$ cat src/rtl/demux4_onehot.sv
// demux4_onehot: 1-to-4 stream distributor with a valid/ready handshake.
// Each accepted input word is steered into one of four registered output lanes.
// The lane is picked by a one-hot steer input, where the lowest set bit wins.
// When the steer input is zero, an internal round-robin pointer picks the lane.
// A stalled word waits at the input. It never falls back to another lane.
module demux4_onehot #(
    parameter int K = 1
) (
    input  logic         clk,
    input  logic         rst,
    input  logic         in_valid,
    output logic         in_ready,
    input  logic [K-1:0] in_data,
    input  logic [3:0]   s,
    output logic [3:0]   out_valid,
    input  logic [3:0]   out_ready,
    output logic [K-1:0] out_data0,
    output logic [K-1:0] out_data1,
    output logic [K-1:0] out_data2,
    output logic [K-1:0] out_data3,
    output logic [3:0]   cur_sel
);

    logic [3:0]   ptr;
    logic [3:0]   target;
    logic [3:0]   free;
    logic [3:0]   load;
    logic         xfer;
    logic [K-1:0] lane_data [4];

    // Target decode: lowest set steer bit wins; all-zero steer defers to the pointer
    always_comb begin
        target = ptr;
        if (s[0])      target = 4'b0001;
        else if (s[1]) target = 4'b0010;
        else if (s[2]) target = 4'b0100;
        else if (s[3]) target = 4'b1000;
    end

    // A lane can take a word if it is empty or is being drained this cycle
    always_comb begin
        free     = ~out_valid | out_ready;
        in_ready = |(free & target);
        xfer     = in_valid & in_ready;
        load     = xfer ? target : 4'b0000;
    end

    assign cur_sel   = target;
    assign out_data0 = lane_data[0];
    assign out_data1 = lane_data[1];
    assign out_data2 = lane_data[2];
    assign out_data3 = lane_data[3];

    // Lane registers: a load wins over a drain, so back-to-back words to one lane leave no bubble
    always_ff @(posedge clk or posedge rst) begin
        if (rst) begin
            out_valid <= 4'b0000;
            for (int i = 0; i < 4; i++) begin
                lane_data[i] <= '0;
            end
        end else begin
            for (int i = 0; i < 4; i++) begin
                if (load[i]) begin
                    out_valid[i] <= 1'b1;
                    lane_data[i] <= in_data;
                end else if (out_ready[i]) begin
                    out_valid[i] <= 1'b0;
                end
            end
        end
    end

    // Round-robin pointer: advances only on a transfer made in round-robin mode
    always_ff @(posedge clk or posedge rst) begin
        if (rst) begin
            ptr <= 4'b0001;
        end else if (xfer && (s == 4'b0000)) begin
            ptr <= {ptr[2:0], ptr[3]};
        end
    end

endmodule

$ cat config.mk
export PLATFORM = sky130hd
export DESIGN_NAME = demux4_onehot
export DESIGN_NICKNAME = d
export VERILOG_FILES = /design/src/rtl/demux4_onehot.sv
export SDC_FILE = /design/constraint.sdc
export NUM_CORES = 1
export LEC_CHECK = 0
export ABC_CLOCK_PERIOD_IN_PS = 3200
export CELL_PAD_IN_SITES_DETAIL_PLACEMENT = 0
export CELL_PAD_IN_SITES_GLOBAL_PLACEMENT = 1
export CORE_MARGIN = 3
export CORE_UTILIZATION = 32
export CTS_CLUSTER_DIAMETER = 120
export CTS_CLUSTER_SIZE = 20
export DETAILED_ROUTE_END_ITERATION = 8
export PLACE_DENSITY_LB_ADDON = 0.25
export SYNTH_ARGS = -nofsm -noshare
export SYNTH_HDL_FRONTEND = slang
export SYNTH_SLANG_ARGS = --single-unit
$ cat constraint.sdc
create_clock -name clk -period 3.2 [get_ports clk]
set_input_delay 0.64 -clock clk [delete_from_list [all_inputs] [get_ports clk]]
set_output_delay 0.64 -clock clk [all_outputs]
set_load 0.01 [all_outputs]
**After elaboration in Yosys (flattened, before gate mapping)**

Index checks and enable logic that the tools add are counted.
W data, S select, Z words.

- Bitwise operators: 4
- Muxes and demuxes: 13
- Reductions and logical operators: 7

Operators by type and width:

| cell | count |
|---|---|
| $mux W4 | 5 |
| $mux W1 | 8 |
| $reduce_bool A2 Y1 | 4 |
| $and A4 B4 Y4 | 1 |
| $logic_not A4 Y1 | 1 |
| $not A4 Y4 | 1 |
| $or A4 B4 Y4 | 1 |
| $reduce_or A4 Y1 | 1 |
| $and A1 B1 Y1 | 1 |
| $logic_and A1 B1 Y1 | 1 |

- Output and inout port bits: 13
- Input port bits: 12
- Register bits after elaboration: 12

**Longest topological paths before layout**

- Depth in word-level cells: 9
- Mapped depth: 5
- Depth with buffers taken out: 5

**Least setup slack after synthesis**

No wires, ideal clock.

- Kind: input to output
- From: input port s[0]
- To: output port in_ready
- Cell stages on the path: 4
- Data required time: 2.560 ns
- Slack: 0.999 ns
- Arrival time: 1.561 ns
- Path through: nor2_2 or4bb_1 and3_1 nand2_1

- Longest elaborated chain between the ends: 3

Ends and longest elaborated chain:

| element | line | RTL |
|---|---|---|
| start, declared | 14 | `input logic [3:0] s,` |
| $mux W4 | 34 | `if (s[0]) target = 4'b0001;` |
| $and A4 B4 Y4 | 43 | `in_ready = \|(free & target);` |
| $reduce_or A4 Y1 | 43 |  |
| end, declared | 12 | `output logic in_ready,` |

Every way passes these cells.

**Final worst setup path**

- From: input port out_ready[3]
- To: output port in_ready

- Longest elaborated chain between the ends: 3

Ends and longest elaborated chain:

| element | line | RTL |
|---|---|---|
| start, declared | 16 | `input logic [3:0] out_ready,` |
| $or A4 B4 Y4 | 42 | `free = ~out_valid \| out_ready;` |
| $and A4 B4 Y4 | 43 |  |
| $reduce_or A4 Y1 | 43 |  |

Every way passes these cells.

==> results.md <==
- IO Pins: 25
- WL per Instance: 11.9 microns
- Mux contribution to synthesized area: 14.9%
- Placed insts: 108
- Biggest cell delay along the critical path: about 0.53 ns
- Synth Cell Area: 603 sq um
- Syn Nets: 68
- Die Span Y: ~49 microns
- Die width: 49.4 microns
- XOR/XNOR Fraction of Synth Area: 0%
- Die Area: 2440 sq um
- Max-slew violation count: 0
- RSZ-0062 raised after global routing: false
- Cells after Synth: 56
- Pwr/cell area: 415 nW/um^2
- LEAKAGE: 0.443 nW
- CP Cell Sequence: clkdlybuf4s50_1, nand2b_1, or4bb_1, and3_1, nand2_1, clkdlybuf4s50_1
- Port buffer count: 24
- H-tree levels: 1
- Status: complete, no violations
- Worst Hold Depth: 2
- GP Congestion: approximately 0.79
- Drt drc: 0
- Clk root buf: clkbuf_4
- GRT overflow: 0
- Synthesis-to-layout area growth: 56.6%
- Worst Setup Path Type: input port to output port
- R2R cell count: 5
- Fmax: between 0.3 and 0.4 GHz
- Clk sink count: 12
- Antenna cells: 0
- Worst-path maximum fanout: 2
- Most common cell after layout, fill and taps aside: clkdlybuf4s50_1
- Worst EP required: around 2.6 ns
- Final count of negative-setup-slack endpoints: 0
- Layout cell share with drive strength beyond 1: 19.5%
- First-pass DRT Iterations: 4
- Hold Vio Cnt, Final: 0
- Final std cells w/o fill: 112
- GRT Util Overall: 12.5%
- Core Area: 1750 sq um
- Crit path buf inv count: 2
- RR Startpoint: ptr[1]
- Vias post-DR: roughly 520
- Power Total: 0.392 mW
- Yosys warnings: 0
- Clock latency on the worst-skew pair: 0.27 ns
- CP max stage cell: clkdlybuf4s50_1
- Final Critical Period: 3.13 ns
- CP top delay family: buffers and inverters
- Cell taking the most area after synthesis: dfrtp_1
- Syn Area/Cell: 10.8 sq um
- Setup Buffers After CTS: 0
- Worst Tran Pin Value: 0.478 ns
- Final ANT Viol Nets: 0
- Row Count: 15
- Hold path startpoint: out_valid[0]
- Initial antenna violation count: 0
- CTS tree: done
- Nets: 100
- Synth async-reset ratio: 100%
- Most frequent cells in the layout: 22 x clkdlybuf4s50_1, 11 x nand2_1, 11 x dfrtp_1
- Longest Clk Path Bufs: 2
- Synth Area in Simple Gates: 23.0%
- Post-synthesis sequential area ratio: about half
- Top cell type's share of synthesized area: 45.6%
- Post-route clock period utilization: 97.9%
- Max-cap violations: 0
- Global-route wire length before repair: approximately 2.3 mm
- Largest net degree at the start of global routing: 13
- Number of buffers created by CTS: 3
- Complex-gate fraction of the synthesized area: approximately a tenth
- Adder-Cell Fraction of Synth Area: 0%
- Critical Path Stages: 6
- Reg clk slew, reported paths: 0.07 ns
- Max rail drop VDD: roughly 0.28 mV
- Worst R2R End: ptr[2]
- CP most frequent cell: clkdlybuf4s50_1
- Vias in the first global route: between 500 and 600
- Worst Hold End: out_valid[0]
- Post-synth EDFFs: 0
- CP arrival: 2.49 ns
- Synth cell types: 24
- Via-to-Cell Ratio: 4.67
- Endpoint class of the critical path: output port
- Register bit count reported by yosys: 12
- Critical path launch point type: input port
- Initial drt markers: 6
- Main synth FF type: dfrtp_1
- R2R Setup Slk: 1.21 ns
- Final HPWL DP: 1.08 mm
- Rel. slew slack: a little under 70%
- Initial Utilization: 34.6%
- Synth area leaders: dfrtp_1 46%, mux2_1 7.5%, mux2_2 7.5%
- Clock skew: between 0.003 and 0.004 ns
- Finished Core Util: 54.1%
- Worst hold path class: flop to flop
- Largest family of logic cells by synthesized area: simple AND/OR/NAND/NOR gates
- Setup TNS: 0 ns
- Final wirelength: 1.33 mm
## repair_timing
| action | in CTS | in global routing |
|---|---|---|
| resized for setup | 0 | 3 |
| endpoints found under the setup margin | 0 | 1 |
| hold buffers | 0 | 0 |
## worst register-to-register path: stages (launching register included)
cell and delay, ns:
dfrtp_1 0.37, or3b_1 0.38, a221o_1 0.33, a41oi_2 0.30
nand3_2 0.16, mux2_1 0.34
## worst max path at each step
| stage | start | slack (ns) | to |
|---|---|---|---|
| after floorplan | s[0] | 1.0 | in_ready |
| after global placement | s[3] | 0.04 | in_ready |
| after detailed placement | s[1] | 0.04 | in_ready |
| after CTS | s[3] | 0.03 | in_ready |
| after global routing | out_ready[3] | 0.008 | in_ready |
| final | out_ready[3] | 0.07 | in_ready |
## cells by family after synthesis
kind of cell | Yosys count
and+or+nand+nor | 25
AOI/OAI and AO/OA | 7
buffers and inverters | 4
muxes | 8
DFF | 12
## cells in the mapped netlist, types with 2 or more instances
master	count
dfrtp_1	11
inv_1	4
mux2_1	4
mux2_2	4
nand2_1	11
nand2b_1	3
nor2_1	2
## cell type report
cell class	instances	area, sq um
Fill cell	173	801
Tap cell	25	31.3
Inverter	4	15.0
Multi-Input combinational cell	40	293
Timing Repair Buffer	27	268
Sequential cell	12	302
Clock buffer	4	36.3
## flip-flops by register name, summed over array words and instances, names as in the netlist
signal and cells:
out_data1 1, out_data2 1, out_valid 4, ptr 4, out_data0 1, out_data3 1
## metrics by stage
step	instance area (sq um)	worst slack [ns]	hold WS, ns
detailed placement	897	0.0362	0.499
finish	945	0.0661	0.506
floorplan	603	0.999	0.467
global placement	897	0.0364	0.486
CTS	933	0.0317	0.517
global route	945	0.00782	0.539
## layer usage
| layer | vias up | wire length [microns] | global-route usage, % |
|---|---|---|---|
| li1 | 256 | - | - |
| met1 | 252 | 612 | 15.9 |
| met2 | 13 | 647 | 19.4 |
| met3 | 2 | 59 | 3.06 |
| met4 | 0 | 12 | 6.91 |
| met5 | - | 0 | 0 |
## power by group
part | total [mW] | internal, mW | switching, mW | leakage, nW
logic | 0.0978 | 0.0598 | 0.0380 | 0.269
registers | 0.174 | 0.166 | 0.00747 | 0.153
clock network | 0.121 | 0.0691 | 0.0515 | 0.0210
total | 0.392 | 0.295 | 0.0970 | 0.443
Note: power is estimated with default switching activity, not from simulation.
